[src/rtl/spi_img_pkg.sv]
// Shared definitions for the SPI image loader: command bytes, FSM states
// and default image geometry.
package spi_img_pkg;

  localparam int IMG_W_DEFAULT = 10;
  localparam int IMG_H_DEFAULT = 10;

  localparam logic [7:0] CMD_LOAD  = 8'hA5;
  localparam logic [7:0] CMD_CLEAR = 8'hC3;

  typedef enum logic [1:0] {
    ST_IDLE  = 2'd0,
    ST_LOAD  = 2'd1,
    ST_READY = 2'd2
  } state_e;

  // Whole bytes needed to carry a given number of pixel bits.
  function automatic int bytes_for_bits(input int bits);
    return (bits + 7) / 8;
  endfunction

endpackage

[src/rtl/byte_take_ctrl.sv]
// Single-take byte handshake for a consumer of a registered byte stream.
//
// Handshake: a byte is accepted in a cycle where byte_valid_i=1, the
// controller is armed and the consumer asserts enable_i. accept_o is the
// combinational strobe the consumer uses to capture the byte at that edge;
// byte_taken_o is the registered one-cycle acknowledge back to the producer.
// After an accept the controller disarms and re-arms only once byte_valid_i
// is seen low, so a producer whose valid lingers one cycle after the
// acknowledge is never taken twice.
module byte_take_ctrl (
  input  logic clk,
  input  logic rst_n,
  input  logic byte_valid_i,
  input  logic enable_i,
  output logic accept_o,
  output logic byte_taken_o
);

  logic armed_q;
  logic taken_q;

  assign accept_o     = byte_valid_i & armed_q & enable_i;
  assign byte_taken_o = taken_q;

  // Arm/disarm tracking and registered acknowledge pulse.
  always_ff @(posedge clk or negedge rst_n) begin
    if (!rst_n) begin
      armed_q <= 1'b1;
      taken_q <= 1'b0;
    end else begin
      taken_q <= accept_o;
      if (accept_o) begin
        armed_q <= 1'b0;
      end else if (!byte_valid_i) begin
        armed_q <= 1'b1;
      end
    end
  end

endmodule

[src/rtl/spi_image_loader.sv]
// Parses a command byte stream from the SPI receiver, assembles a
// bit-packed binary image on LOAD and holds it for the inference core
// until acknowledged, throttling the receiver meanwhile.
module spi_image_loader
  import spi_img_pkg::*;
#(
  parameter int IMG_W = IMG_W_DEFAULT,
  parameter int IMG_H = IMG_H_DEFAULT
) (
  input  logic                     clk,
  input  logic                     rst_n,
  input  logic [7:0]               spi_rx_data,
  input  logic                     byte_valid,
  output logic                     byte_taken,
  output logic                     rx_enable,
  output logic [IMG_W*IMG_H-1:0]   img_data,
  output logic                     img_valid,
  input  logic                     img_ack,
  output logic                     cmd_error,
  output logic [3:0]               bytes_rcvd,
  output logic [1:0]               dbg_state_o
);

  localparam int         IMG_BITS  = IMG_W * IMG_H;
  localparam int         IMG_BYTES = bytes_for_bits(IMG_BITS);
  localparam logic [3:0] LAST_IDX  = 4'(IMG_BYTES - 1);

  state_e              state_q;
  logic [3:0]          bytes_rcvd_q;
  logic [IMG_BITS-1:0] img_data_q;
  logic [IMG_BITS-1:0] img_data_d;
  logic                img_valid_q;
  logic                rx_enable_q;
  logic                cmd_error_q;
  logic                accept;

  // Bytes are never taken while an image is being held.
  byte_take_ctrl u_take (
    .clk          (clk),
    .rst_n        (rst_n),
    .byte_valid_i (byte_valid),
    .enable_i     (state_q != ST_READY),
    .accept_o     (accept),
    .byte_taken_o (byte_taken)
  );

  // Image with the incoming byte merged at the current payload index.
  // Bits beyond IMG_BITS do not exist, so the unused high part of the
  // final byte falls away naturally.
  for (genvar j = 0; j < IMG_BITS; j++) begin : g_bit
    assign img_data_d[j] = (bytes_rcvd_q == 4'(j / 8)) ? spi_rx_data[j % 8]
                                                      : img_data_q[j];
  end

  // Command/load/hold state machine with all outputs registered.
  always_ff @(posedge clk or negedge rst_n) begin
    if (!rst_n) begin
      state_q      <= ST_IDLE;
      bytes_rcvd_q <= 4'd0;
      img_data_q   <= '0;
      img_valid_q  <= 1'b0;
      rx_enable_q  <= 1'b1;
      cmd_error_q  <= 1'b0;
    end else begin
      case (state_q)
        ST_IDLE: begin
          if (accept) begin
            if (spi_rx_data == CMD_LOAD) begin
              state_q      <= ST_LOAD;
              bytes_rcvd_q <= 4'd0;
            end else if (spi_rx_data == CMD_CLEAR) begin
              img_data_q  <= '0;
              cmd_error_q <= 1'b0;
            end else begin
              cmd_error_q <= 1'b1;
            end
          end
        end
        ST_LOAD: begin
          if (accept) begin
            img_data_q   <= img_data_d;
            bytes_rcvd_q <= bytes_rcvd_q + 4'd1;
            if (bytes_rcvd_q == LAST_IDX) begin
              state_q     <= ST_READY;
              img_valid_q <= 1'b1;
            end
          end
        end
        ST_READY: begin
          // The receiver is throttled one cycle after READY is entered.
          if (img_ack) begin
            img_valid_q <= 1'b0;
            rx_enable_q <= 1'b1;
            state_q     <= ST_IDLE;
          end else begin
            rx_enable_q <= 1'b0;
          end
        end
        default: state_q <= ST_IDLE;
      endcase
    end
  end

  assign rx_enable   = rx_enable_q;
  assign img_data    = img_data_q;
  assign img_valid   = img_valid_q;
  assign cmd_error   = cmd_error_q;
  assign bytes_rcvd  = bytes_rcvd_q;
  assign dbg_state_o = state_q;

endmodule

[config.mk]
export PLATFORM = sky130hd
export DESIGN_NAME = spi_image_loader
export DESIGN_NICKNAME = d
export VERILOG_FILES = /design/src/rtl/spi_img_pkg.sv /design/src/rtl/byte_take_ctrl.sv /design/src/rtl/spi_image_loader.sv
export SDC_FILE = /design/constraint.sdc
export NUM_CORES = 1
export LEC_CHECK = 0
export CAP_MARGIN = 20
export CORE_ASPECT_RATIO = 0.75
export CORE_MARGIN = 5
export CORE_UTILIZATION = 25
export CTS_CLUSTER_DIAMETER = 50
export DETAILED_ROUTE_END_ITERATION = 7
export DONT_BUFFER_PORTS = 1
export PLACE_DENSITY = 0.47
export SLEW_MARGIN = 20
export SYNTH_ARGS = -nofsm -noshare
export SYNTH_HDL_FRONTEND = slang
export SYNTH_SLANG_ARGS = --single-unit
export TNS_END_PERCENT = 20
[constraint.sdc]
create_clock -name clk -period 1.5 [get_ports clk]
set_input_delay 0.3 -clock clk [delete_from_list [all_inputs] [get_ports clk]]
set_output_delay 0.3 -clock clk [all_outputs]
set_load 0.1 [all_outputs]
==> summary.txt <==
Routing
  • Wire per inst: around 20 µm
  • Vias: roughly 3,600
  • 1st-iter DRT viols: between 100 and 150
  • WL final: 14,700 µm
  • First-pass iteration count of the detailed router: 4
  • DRC viols: 0
  • Vias per std cell: between 4 and 5
  • Post-route ant nets: 0

Timing
  • Slew @ Worst Pin: approximately 0.44 ns
  • Tcrit/Tclk final: 1.06
  • Clock Skew: just under 0.01 ns
  • PnR worst setup slack: -0.0898 ns
  • Hold slack: -0.363 ns
  • Max Slew Vio Count: 0
  • Final Hold Violating Endpoints: roughly 110
  • Final min period: roughly 1.6 ns
  • F_max: 0.629 GHz
  • Setup tns final: -2.88 ns
  • Number of setup violations in the final report: 63
  • RSZ-0062 raised after global routing: yes
  • Worst slew margin: 0.707

Floorplanning
  • Die Y: roughly 120 µm
  • DIE AREA: ~0.020 mm²
  • Initial Util: 0.252
  • Row count: between 40 and 50
  • Die X-Extent: between 150 and 200 µm
  • Core area: approximately 0.017 mm²
  • IO Count: approximately 120

Setup path
  • CP max-delay cell: dfstp_2
  • CP startpoint: u_take.armed_q
  • Crit path required time: around 1.7 ns
  • CP endpoint kind: register
  • Setup CP Type: register to register
  • Startpoint Class: register
  • Crit-path max cell delay: 0.59 ns
  • Worst-path cell chain: nand3b_4 > nor4b_4 > a22oi_2 > a32o_1
  • Reg-to-reg startpoint: u_take.armed_q
  • Crit path arrival time: ~1.8 ns
  • CP max FO: 8

Cells and area
  • Nets: approximately 520
  • P&R area growth vs syn: 53.0%
  • Multi-input gate area: 0.00174 mm²
  • Fillers: between 1,500 and 2,000
  • ANT cells: 0
  • FF/Latch Area: about 0.0028 mm²
  • Post-route design area: between 0.006 and 0.007 mm²
  • Share of cells above drive strength 1: 0.480

Clocking
  • CTS tree: done
  • Clock sinks: around 110
  • Number of CTS-inserted buffers: 9
  • Max H-tree Level: 3
  • Clk slew on worst S/H paths: around 0.070 ns
  • Clk buf depth: 2
  • Clock latency on the worst-skew pair: roughly 0.35 ns
  • Root Driver: clkbuf_16

Placement
  • PortBufs: 0
  • Routability cong.: a little over 0.8
  • Pre-CTS setup slack: -0.196 ns
  • Hpwl dp: roughly 10,000 µm
  • DP Area: about 0.006 mm²

Outcome
  • Violated checks: hold timing, setup timing
  • Status: finished, violations left

Power
  • Power per cell area: between 900 and 1000 mW/mm²
  • Leakage: 3.01 nW
  • Peak VDD IR: 0.000441 V

Global routing
  • Initial antenna violation count: 0
  • Global-route wire length before repair: 23,500 µm
  • Vias in the first global route: 3,817
  • Total grt overflow: 0
  • Largest net degree at the start of global routing: about 110
  • Gr usage total: 0.148

Logic synthesis
  • Seq/Total Area, Yosys: 0.634
  • Mapped Cells: 330
  • Yosys reg bits: about 110
  • Mapped Area: 0.00439 mm²
  • Mean Syn Cell Area: about 13 µm²
  • Synthesized Nets: approximately 350
  • Post-synth cell types: 34
  • Number of synthesis warnings: 0

Min path
  • Worst Hold Class: input port to async pin

Flow run
  • Number of max-cap violations: 0
path summary, 6_finish.rpt:
check | depth (start not counted) | slack (ns) | to
setup / recovery | 4 | -0.09 | img_data[5]
hold / removal | 0 | -0.36 | img_data[91]
setup reg to reg | 4 | -0.09 | img_data[5]
hold reg to reg | 1 | 0.50 | img_data[25]
max in group asynchronous | 0 | 1.62 | u_take.armed_q
min in group clk | 1 | 0.03 | u_take.armed_q
through the flow:
| step | std cells | utilization | total power, mW |
|---|---|---|---|
| floorplan | 330 | - | 3.81 |
| global placement | 726 | 0.351 | 4.19 |
| detailed placement | 726 | 0.351 | 4.19 |
| CTS | 745 | 0.378 | 6.69 |
| global route | 748 | 0.385 | 6.86 |
| finish | 748 | 0.385 | 6.61 |
state kept, by name, indices dropped and copies added (netlist names):
signal,count
img_valid,1
bytes_rcvd,4
u_take.byte_taken_o,1
dbg_state_o,2
u_take.armed_q,1
img_data,100
rx_enable,1
cmd_error,1
synthesized netlist by cell type (all sizes together):
cell type | instances | share of area
dfstp | 2 | 0.012
a21o | 1 | 0.0017
inv | 4 | 0.0034
or4bb | 1 | 0.0026
a2bb2oi | 1 | 0.0020
a32o | 9 | 0.021
nand4bb | 2 | 0.0051
a21oi | 11 | 0.013
mux2i | 1 | 0.0023
nor4b | 1 | 0.0054
clkbuf | 3 | 0.0026
nand2b | 1 | 0.0014
buf | 9 | 0.010
nor2b | 1 | 0.0014
o211ai | 3 | 0.0051
a22oi | 5 | 0.0097
o2bb2ai | 78 | 0.16
dfrtp | 109 | 0.62
a22o | 16 | 0.032
o21ai | 5 | 0.0057
mux2 | 1 | 0.0026
nand3 | 3 | 0.0034
nand4 | 1 | 0.0014
ha | 4 | 0.011
nor3b | 5 | 0.0086
nor3 | 6 | 0.0091
nand2 | 30 | 0.026
nor2 | 8 | 0.0068
nand3b | 9 | 0.018
per-layer routing:
| layer | vias up | routed length (µm) | track usage |
|---|---|---|---|
| li1 | 1642 | - | - |
| met2 | 120 | 6170 | 0.207 |
| met1 | 1857 | 7140 | 0.215 |
| met5 | - | 0 | 0 |
| met3 | 16 | 1180 | 0.0559 |
| met4 | 0 | 159 | 0.0340 |
cell type report:
| cell class | count | share of cell area |
|---|---|---|
| clock buffers | 10 | 0.0341 |
| clock inverters | 6 | 0.0103 |
| inverters | 4 | 0.00261 |
| multi-input cells | 204 | 0.259 |
| flip-flops and latches | 111 | 0.418 |
| well taps | 242 | 0.0451 |
| repair buffers | 171 | 0.231 |
worst max-delay path, delay by kind of cell (launching register included):
| family | cells | cell delay [ns] |
|---|---|---|
| DFF | 1 | 0.59 |
| and+or+nand+nor | 2 | 0.45 |
| AOI/OAI and AO/OA | 2 | 0.44 |
where the power goes:
group	internal, mW	switching (mW)
clock	1.31	1.10
combinational	0.364	0.702
sequential	3.07	0.0807
total	4.74	1.88
layout by cell type, fill, tap and decap left out, types with 2 or more instances in the layout:
cell type / instances
nor2_2: 2
o2bb2ai_2: 8
inv_1: 2
nand2_1: 13
ha_2: 2
buf_4: 141
nor3_4: 2
nor2_1: 6
ha_4: 2
nor3_1: 3
nand4bb_1: 2
a21oi_1: 9
dfrtp_4: 5
nor3b_1: 3
a32o_1: 9
nand3_2: 2
buf_6: 12
clkbuf_16: 9
nor3b_2: 2
o2bb2ai_1: 70
dfrtp_1: 103
a21oi_2: 2
clkinv_4: 2
nand2_2: 16
a22o_1: 16
o211ai_1: 3
a22oi_1: 4
o21ai_0: 3
o21ai_1: 2
buf_12: 17
nand3b_1: 8
cells by family after synthesis:
family,count (synthesis),share of synthesized area
AO/OA/AOI/OAI,129,0.245
flip-flops,111,0.634
AND/OR/NAND/NOR,68,0.0893
buffers and inverters,16,0.0160
adder cells (fa/ha/maj),4,0.0114
multiplexers,2,0.00485
timing repair:
| item | in CTS | in global routing |
|---|---|---|
| buffers inserted | 2 | 3 |
| gates cloned | 1 | 0 |
| pin swaps | 9 | 15 |
| setup endpoints to repair | 107 | 107 |
| resized for setup | 38 | 24 |
| hold endpoints to repair | 111 | 111 |
(Power assumes the default switching activity.)
